--- src/rtl/nkmm_const.sv ---
// Shared nkmm constants and program-loader state encodings.
// Loader state is a 3-bit enum so it can be probed directly on debug buses.
package nkmm_const;
  localparam int INSN_WIDTH = 32;
  localparam int ADDR_WIDTH = 10;

  typedef enum logic [2:0] {
    LDR_HOLD    = 3'd0,
    LDR_RECV    = 3'd1,
    LDR_WRITE   = 3'd2,
    LDR_RELEASE = 3'd3,
    LDR_RUN     = 3'd4
  } ldr_state_t;
endpackage

--- src/rtl/nkmm_byte_packer.sv ---
// Packs accepted bytes little-endian into an instruction word; o_word_vld is combinational
// with the final byte and o_word_dat already includes it. No backpressure: the caller gates i_byte_vld.
module nkmm_byte_packer #(
  parameter int INSN_WIDTH = 32
) (
  input  logic                  clk,
  input  logic                  rst,
  input  logic                  i_clr,
  input  logic                  i_byte_vld,
  input  logic [7:0]            i_byte_dat,
  output logic                  o_word_vld,
  output logic [INSN_WIDTH-1:0] o_word_dat
);
  localparam int NB = INSN_WIDTH / 8;
  localparam int BW = (NB > 1) ? $clog2(NB) : 1;

  logic [INSN_WIDTH-1:0] r_shift;
  logic [BW-1:0]         r_cnt;
  logic [INSN_WIDTH-1:0] w_shift_nxt;

  // New bytes enter at the top, so after NB shifts byte 0 sits in bits [7:0].
  assign w_shift_nxt = {i_byte_dat, r_shift[INSN_WIDTH-1:8]};
  assign o_word_vld  = i_byte_vld && (r_cnt == BW'(NB - 1));
  assign o_word_dat  = w_shift_nxt;

  always_ff @(posedge clk) begin
    if (!rst) begin
      r_shift <= '0;
      r_cnt   <= '0;
    end else if (i_clr) begin
      r_shift <= '0;
      r_cnt   <= '0;
    end else if (i_byte_vld) begin
      r_shift <= w_shift_nxt;
      r_cnt   <= o_word_vld ? '0 : r_cnt + BW'(1);
    end
  end
endmodule

--- src/rtl/nkmm_prog_loader.sv ---
// Boot/reload controller: holds nkmm_cpu in reset, packs host bytes into pmem words from address 0.
// Last byte at N -> pm_we_o at N+1 -> release/done at N+2+RESET_HOLD; s_ready_o drops outside RECV.
module nkmm_prog_loader #(
  parameter int INSN_WIDTH = nkmm_const::INSN_WIDTH,
  parameter int ADDR_WIDTH = nkmm_const::ADDR_WIDTH,
  parameter int RESET_HOLD = 4
) (
  input  logic                  clk,
  input  logic                  rst,
  input  logic [7:0]            s_data_i,
  input  logic                  s_valid_i,
  output logic                  s_ready_o,
  input  logic                  load_start_i,
  input  logic [ADDR_WIDTH:0]   load_len_i,
  input  logic                  abort_i,
  output logic [ADDR_WIDTH-1:0] pm_addr_o,
  output logic [INSN_WIDTH-1:0] pm_data_o,
  output logic                  pm_we_o,
  output logic                  cpu_rst_o,
  output logic                  busy_o,
  output logic                  done_o,
  output logic                  err_o
);
  import nkmm_const::*;

  localparam int HW = $clog2(RESET_HOLD + 1);
  localparam logic [ADDR_WIDTH:0] MAX_LEN = {1'b1, {ADDR_WIDTH{1'b0}}};

  ldr_state_t            r_state, w_next;
  logic [ADDR_WIDTH:0]   r_word_cnt, r_len, w_word_cnt_inc;
  logic [HW-1:0]         r_hold_cnt;
  logic [ADDR_WIDTH-1:0] r_pm_addr;
  logic [INSN_WIDTH-1:0] r_pm_data;
  logic                  r_done, r_err;
  logic                  w_len_ok, w_can_start, w_start_ok, w_start_bad, w_abort;
  logic                  w_word_vld;
  logic [INSN_WIDTH-1:0] w_word;

  assign w_len_ok       = (load_len_i != '0) && (load_len_i <= MAX_LEN);
  assign w_can_start    = (r_state == LDR_HOLD) || (r_state == LDR_RUN);
  assign w_start_ok     = load_start_i && w_can_start && w_len_ok;
  assign w_start_bad    = load_start_i && w_can_start && !w_len_ok;
  assign w_abort        = abort_i && ((r_state == LDR_RECV) || (r_state == LDR_WRITE));
  assign w_word_cnt_inc = r_word_cnt + (ADDR_WIDTH + 1)'(1);

  nkmm_byte_packer #(.INSN_WIDTH(INSN_WIDTH)) u_packer (
    .clk        (clk),
    .rst        (rst),
    .i_clr      (w_start_ok),
    .i_byte_vld (s_valid_i && s_ready_o),
    .i_byte_dat (s_data_i),
    .o_word_vld (w_word_vld),
    .o_word_dat (w_word)
  );

  always_ff @(posedge clk) begin
    if (!rst) r_state <= LDR_HOLD;
    else      r_state <= w_next;
  end

  always_comb begin
    w_next    = r_state;
    s_ready_o = 1'b0;
    busy_o    = 1'b0;
    cpu_rst_o = 1'b1;
    pm_we_o   = 1'b0;
    case (r_state)
      LDR_HOLD: begin
        if (w_start_ok) w_next = LDR_RECV;
      end
      LDR_RECV: begin
        s_ready_o = 1'b1;
        busy_o    = 1'b1;
        if (abort_i)         w_next = LDR_HOLD;
        else if (w_word_vld) w_next = LDR_WRITE;
      end
      LDR_WRITE: begin
        busy_o = 1'b1;
        if (abort_i) begin
          w_next = LDR_HOLD;
        end else begin
          pm_we_o = 1'b1;
          w_next  = (w_word_cnt_inc == r_len) ? LDR_RELEASE : LDR_RECV;
        end
      end
      LDR_RELEASE: begin
        busy_o = 1'b1;
        if (r_hold_cnt == HW'(RESET_HOLD - 1)) w_next = LDR_RUN;
      end
      LDR_RUN: begin
        cpu_rst_o = 1'b0;
        if (w_start_ok)       w_next = LDR_RECV;
        else if (w_start_bad) w_next = LDR_HOLD;
      end
      default: w_next = LDR_HOLD;
    endcase
  end

  always_ff @(posedge clk) begin
    if (!rst) begin
      r_word_cnt <= '0;
      r_len      <= '0;
      r_hold_cnt <= '0;
      r_pm_addr  <= '0;
      r_pm_data  <= '0;
      r_done     <= 1'b0;
      r_err      <= 1'b0;
    end else begin
      r_done <= (r_state == LDR_RELEASE) && (w_next == LDR_RUN);
      if (w_start_ok) begin
        r_err      <= 1'b0;
        r_len      <= load_len_i;
        r_word_cnt <= '0;
      end else if (w_start_bad || w_abort) begin
        r_err <= 1'b1;
      end
      // Address/data are captured on entry to WRITE and held until the next word.
      if ((r_state == LDR_RECV) && w_word_vld && !abort_i) begin
        r_pm_addr <= r_word_cnt[ADDR_WIDTH-1:0];
        r_pm_data <= w_word;
      end
      if ((r_state == LDR_WRITE) && !abort_i) r_word_cnt <= w_word_cnt_inc;
      if (r_state == LDR_RELEASE) r_hold_cnt <= r_hold_cnt + HW'(1);
      else                        r_hold_cnt <= '0;
    end
  end

  assign pm_addr_o = r_pm_addr;
  assign pm_data_o = r_pm_data;
  assign done_o    = r_done;
  assign err_o     = r_err;
endmodule

--- config.mk ---
export PLATFORM = sky130hd
export DESIGN_NAME = nkmm_prog_loader
export DESIGN_NICKNAME = d
export VERILOG_FILES = /design/src/rtl/nkmm_const.sv /design/src/rtl/nkmm_byte_packer.sv /design/src/rtl/nkmm_prog_loader.sv
export SDC_FILE = /design/constraint.sdc
export NUM_CORES = 1
export LEC_CHECK = 0
export ABC_AREA = 0
export BUFFER_PORTS_ARGS = -buffer_cell sky130_fd_sc_hd__buf_2
export CAP_MARGIN = 20
export CORE_UTILIZATION = 30
export DETAILED_ROUTE_END_ITERATION = 10
export PLACE_DENSITY = 0.59
export SLEW_MARGIN = 20
export SYNTH_ARGS = -nofsm -noshare
export SYNTH_HDL_FRONTEND = slang
export SYNTH_SLANG_ARGS = --single-unit
--- constraint.sdc ---
create_clock -name clk -period 2.25 [get_ports clk]
set_clock_uncertainty 0.05 [all_clocks]
set_input_delay 0.3375 -clock clk [delete_from_list [all_inputs] [get_ports clk]]
set_output_delay 0.3375 -clock clk [all_outputs]
set_load 0.02 [all_outputs]
Yosys cells after proc, flatten, opt, wreduce, memory -nomap -nowiden --
Cells that the tools add are included.
Storage, ports and cells: register bits 106, input port bits 24, output and inout bits 48, logic and storage cells 62
Cells by class: add/sub/neg operators 3, order comparisons 1, equal/unequal tests 8, muxes and demuxes 17, bitwise logic cells 1, reductions and logical operators 22
Operators by type and width (number):
- 11-bit 2-to-1 mux | 2
- 3-bit 2-to-1 mux | 6
- 3-bit case mux with 5 select lines | 1
- 11-bit by 1-bit adder with 11-bit output, second input constant | 1
- 11-bit == test | 1
- 11-bit <= comparator, second input constant | 1
- 1-bit logical AND | 11
- 11-bit nonzero test | 1
- 3-bit by 2-bit == test with 1-bit output, second input constant | 3
- 3-bit == test, second input constant | 2
- 2-bit 2-to-1 mux | 3
- 1-bit 2-to-1 mux | 5
- 3-bit by 1-bit adder with 3-bit output, second input constant | 1
- 3-bit by 1-bit == test with 1-bit output, second input constant | 1
- 3-bit logical NOT | 1
- 1-bit logical OR | 3
- 3-bit OR reduction | 1
- 2-bit by 1-bit adder with 2-bit output, second input constant | 1
- 2-bit == test, second input constant | 1
- 1-bit logical NOT | 2
- 2-bit AND reduction | 1
- 2-bit nonzero test | 1
- 2-bit OR reduction | 1
- 1-bit NOT | 1

Depth between registers and ports, before layout --
word-level depth 9, gate-level depth with buffers 8, gate-level depth less buffers 7

Hierarchy --
Synthesis repeated with hierarchy kept, for this count alone.
Second synthesis, totals: cell total of the unflattened synthesis 493, area total of the unflattened synthesis 4374.2 um^2
By module, submodules not included:
- nkmm_prog_loader | instances 1, cells each 397, area each 3364.5 um^2, sequential area each 1441.4 um^2
- nkmm_byte_packer | instances 1, cells each 96, area each 1009.7 um^2, sequential area each 520.5 um^2

Worst setup path before layout --
No wires, ideal clock.
path kind input to register, start in load_len_i[4], end reg r_word_cnt[8], library setup time 0.086 ns, data arrival time 2.191 ns, required time 2.114 ns, slack -0.078 ns, cell stages on the path 7, path buffers 2, cells stage by stage or4_1 -> or4_1 -> and4_1 -> buf_6 -> or2_1 -> buf_6 -> a221oi_2
Between the ends: cells in the longest elaborated chain, start to end 4, elaborated cells between the ends (all ways) 5, those cells by class order compare: 1; reduce/logical: 4
RTL lines:
- from (decl) | RTL line nkmm_prog_loader.sv:14 | input logic [ADDR_WIDTH:0] load_len_i,
- 11-bit <= comparator or 11-bit nonzero test (tied branches) | RTL line nkmm_prog_loader.sv:39 | assign w_len_ok = (load_len_i != '0) && (load_len_i <= MAX_LEN);
- 1-bit logical AND (*) | RTL line nkmm_prog_loader.sv:39
- 1-bit logical AND (*) | RTL line nkmm_prog_loader.sv:41 | assign w_start_ok = load_start_i && w_can_start && w_len_ok;
- 2-bit nonzero test (no source line) (*)
- to (signal assigned) | RTL line nkmm_prog_loader.sv:122 | if ((r_state == LDR_WRITE) && !abort_i) r_word_cnt <= w_word_cnt_inc;
- to (decl) | RTL line nkmm_prog_loader.sv:30 | logic [ADDR_WIDTH:0] r_word_cnt, r_len, w_word_cnt_inc;
Every way passes the cells marked *; elsewhere a longest branch is shown, timed or not. A chain may end at the register's enable or synchronous reset.

Final worst setup path --
start reg r_state[0], end out pm_we_o
Between the ends: cells in the longest elaborated chain, start to end 2
RTL lines:
- from (decl) | RTL line nkmm_prog_loader.sv:29 | ldr_state_t r_state, w_next;
- from (signal assigned) | RTL line nkmm_prog_loader.sv:58 | else r_state <= w_next;
- 3-bit by 2-bit == test with 1-bit output | RTL line nkmm_prog_loader.sv:67 | case (r_state)
- 1-bit 2-to-1 mux | RTL line nkmm_prog_loader.sv:67
- to (decl) | RTL line nkmm_prog_loader.sv:18 | output logic pm_we_o,
Every way passes these cells.

==> reports/results.ini <==
[worst_setup_path]
critPathSlowestCell = or4b_2
r2r_end = r_state[1]$_SDFF_PN0_
arrival_ns = 1.81
max_stage_delay_ns = 0.71
path_cells = or4b_2, inv_2, buf_6, buf_4
crit_path_end_kind = output port
worstSetupPathType = flop to output port
r2r_slack_ns = 0.22
worstPathRequired_ns = 1.86
worst-path-max-fanout = 12
path_buf_inv = 3
worst-path-stages = 4
endpoint = pm_we_o
worstSetupStartpointType = flop
path_delay_family = simple AND/OR/NAND/NOR gates
r2r_cells = 6
crit_start = r_state[0]$_SDFF_PN0_
reg2reg_from = r_state[0]$_SDFF_PN0_

[logic_synthesis]
netlist.top_cell.by_area = dfxtp_1
synth_most_common_cell = nand2_1
yosys-top-cells-area = dfxtp_1 49%, nand2_1 14%, a21oi_1 9.9%, mux2i_1 3.0%, nor2_1 2.7%
yosys_register_bits = 98
async_flop_share = 0
synth_cells = 498
ys_types = 43
syn_area_um2 = 3990
ys.warnings.count = 0
syn-num-nets = 526
synth_commonest_cells = 150 x nand2_1, 98 x dfxtp_1, 79 x a21oi_1
synth-main-ff-cell = dfxtp_1
syn_avg_cell_area_um2 = 8.01
synth_top_area_frac = 0.492
synth_edf_count = 0
yosysSeqAreaShare = 0.492

[floorplanning]
die_area_um2 = 13800
core_um2 = 12800
dieHeight_um = 117
fp.dieW_um = 117
io_pins = 72
start_util = 0.312
rows = 41

[place]
dp_hpwl_mm = 7.37
place.gp.congestion = 0.858
portBuffers = 71

[sta]
holdWs_ns = 0.188
fin_crit_sh = 0.977
rsz0062_at_grt = false
tightest_slew_ns = 0.400
maxSlewHeadroom = 0.734
clock.fmax_mhz = 455
drv_slew = 0
layout_min_cycle_time_ns = 2.20
fin_setup_tns_ns = 0
finalSetupViolCount = 0
hold_viol_final = 0

[cells_and_area]
drive_gt1_frac = 0.210
layout.nets = 603
antenna_cells = 0
final_util = 0.387
area_growth_pct = 23.9

[grt]
overflow = 0
grt_pass1_wl_mm = 16.9
antenna_found_initial = 0
grt_max_degree = 33
grt_usage = 0.154
first_global_vias = 3453

[route]
dr.pass1.iters = 4
wl_mm = 10.1
wire_per_inst_um = 13.5
antenna_left = 0
route.detailed.drc = 0
drt-initial-drc-count = 173
vias = 3611
vias_per_cell = 4.80

[clock_tree]
cts_sinks = 98
cts_setup_buffers = 0
cts-htree-levels = 3
clockRootBuffer = clkbuf_16
cts_buffer_depth = 2
clkSlewWorstSetupHoldPaths_ns = 0.06
cts_made_buffers = 9
worstSkewPairLatency_ns = 0.35
cts_tree = done

[min_path]
hold_path.class = input port to flop
hp-start = load_len_i[1]

[power_and_ir_drop]
power_w = 0.00349
powerDensity_nw_per_um2 = 706
p_leak_nw = 1.90
ir_drop_uv = 314

[outcome]
status = completed

[run]
max_cap_violations = 0

## report_power, final
part           total, W  internal (W)  switching (W)
clock           0.00156      0.000876       0.000687
combinational  0.000165     0.0000685      0.0000960
sequential      0.00176       0.00175      0.0000147
total           0.00349       0.00269       0.000798
## flip-flops by register name, indices dropped and copies added (netlist names)
signal,cells
u_packer.r_shift,24
r_hold_cnt,3
r_word_cnt,11
pm_addr_o,10
err_o,1
u_packer.r_cnt,2
r_len,11
done_o,1
pm_data_o,32
r_state,3
## tightest hold or removal path: stages
cell and delay (ns):
buf_2 0.08, mux2i_1 0.06, nor2_1 0.07
## through the flow
stage | area, um^2 | instances | setup WS, ns
detailed placement | 4640 | 736 | -0.239
floorplan | 3990 | 498 | -0.0278
finish | 4940 | 752 | 0.0510
global route | 4940 | 752 | 0.00517
global placement | 4640 | 736 | -0.201
CTS | 4940 | 752 | 0.0261
## per-layer routing
layer | GRT usage | wire length, um | vias up
met3 | 0.0418 | 434 | 12
met1 | 0.173 | 4470 | 1707
li1 | - | - | 1827
met2 | 0.271 | 5070 | 65
met5 | 0 | 0 | -
met4 | 0.0625 | 158 | 0
## how the worst min path moves through the flow
| stage | endpoint | slack [ns] | cells past startpoint |
|---|---|---|---|
| floorplan | r_hold_cnt[0]$_SDFF_PN0_ | 0.35 | 1 |
| global placement | r_hold_cnt[0]$_SDFF_PN0_ | 0.36 | 1 |
| detailed placement | r_hold_cnt[0]$_SDFF_PN0_ | 0.38 | 1 |
| CTS | u_packer.r_shift[31]$_SDFFE_PP0P_ | 0.18 | 3 |
| global route | u_packer.r_shift[31]$_SDFFE_PP0P_ | 0.18 | 3 |
| finish | r_len[1]$_SDFFE_PN0P_ | 0.19 | 3 |
## timing repair
action | in CTS | in global routing
resized for setup | 2 | 1
endpoints found under the setup margin | 1 | 1
hold buffers | 0 | 0
## logic make-up (layout without fill, tap and decap cells)
group                    after synthesis  in the layout  synth area share
AND/OR/NAND/NOR                      221            221             0.237
AO/OA/AOI/OAI                        109            109             0.151
XOR/XNOR                              14             14            0.0307
flip-flops                            98             98             0.492
buffers and inverters                 40            122            0.0461
multiplexers                          12             12            0.0301
adder cells (fa/ha/maj)                4              4            0.0125
## layout make-up
class                   count  area [um^2]
well taps                 172          215
multi-input cells         360         1850
repair buffers             99          584
clock inverters             6         72.6
flip-flops and latches     98         1960
clock buffers              10          229
inverters                   7         26.3
fillers                  1317         7830
## layout by cell type, fill, tap and decap left out, drive strengths merged, types with 2 or more instances in the layout
cell type and instances:
nand3 5, o21ai 11, buf 99, and3 3, clkinv 2, nor3 5
or3 2, nand2 150, mux2i 12, xor2 5, nand4 5, or4 3
a31oi 4, and4 2, a211oi 3, or2 4, xnor2 9, nor3b 3
nand3b 3, inv 9, nor2 29, ha 4, a21oi 79, o21a 2
clkbuf 10, nor2b 3, dfxtp 98, o31ai 2
No activity file was read; power rests on OpenSTA's default activity.
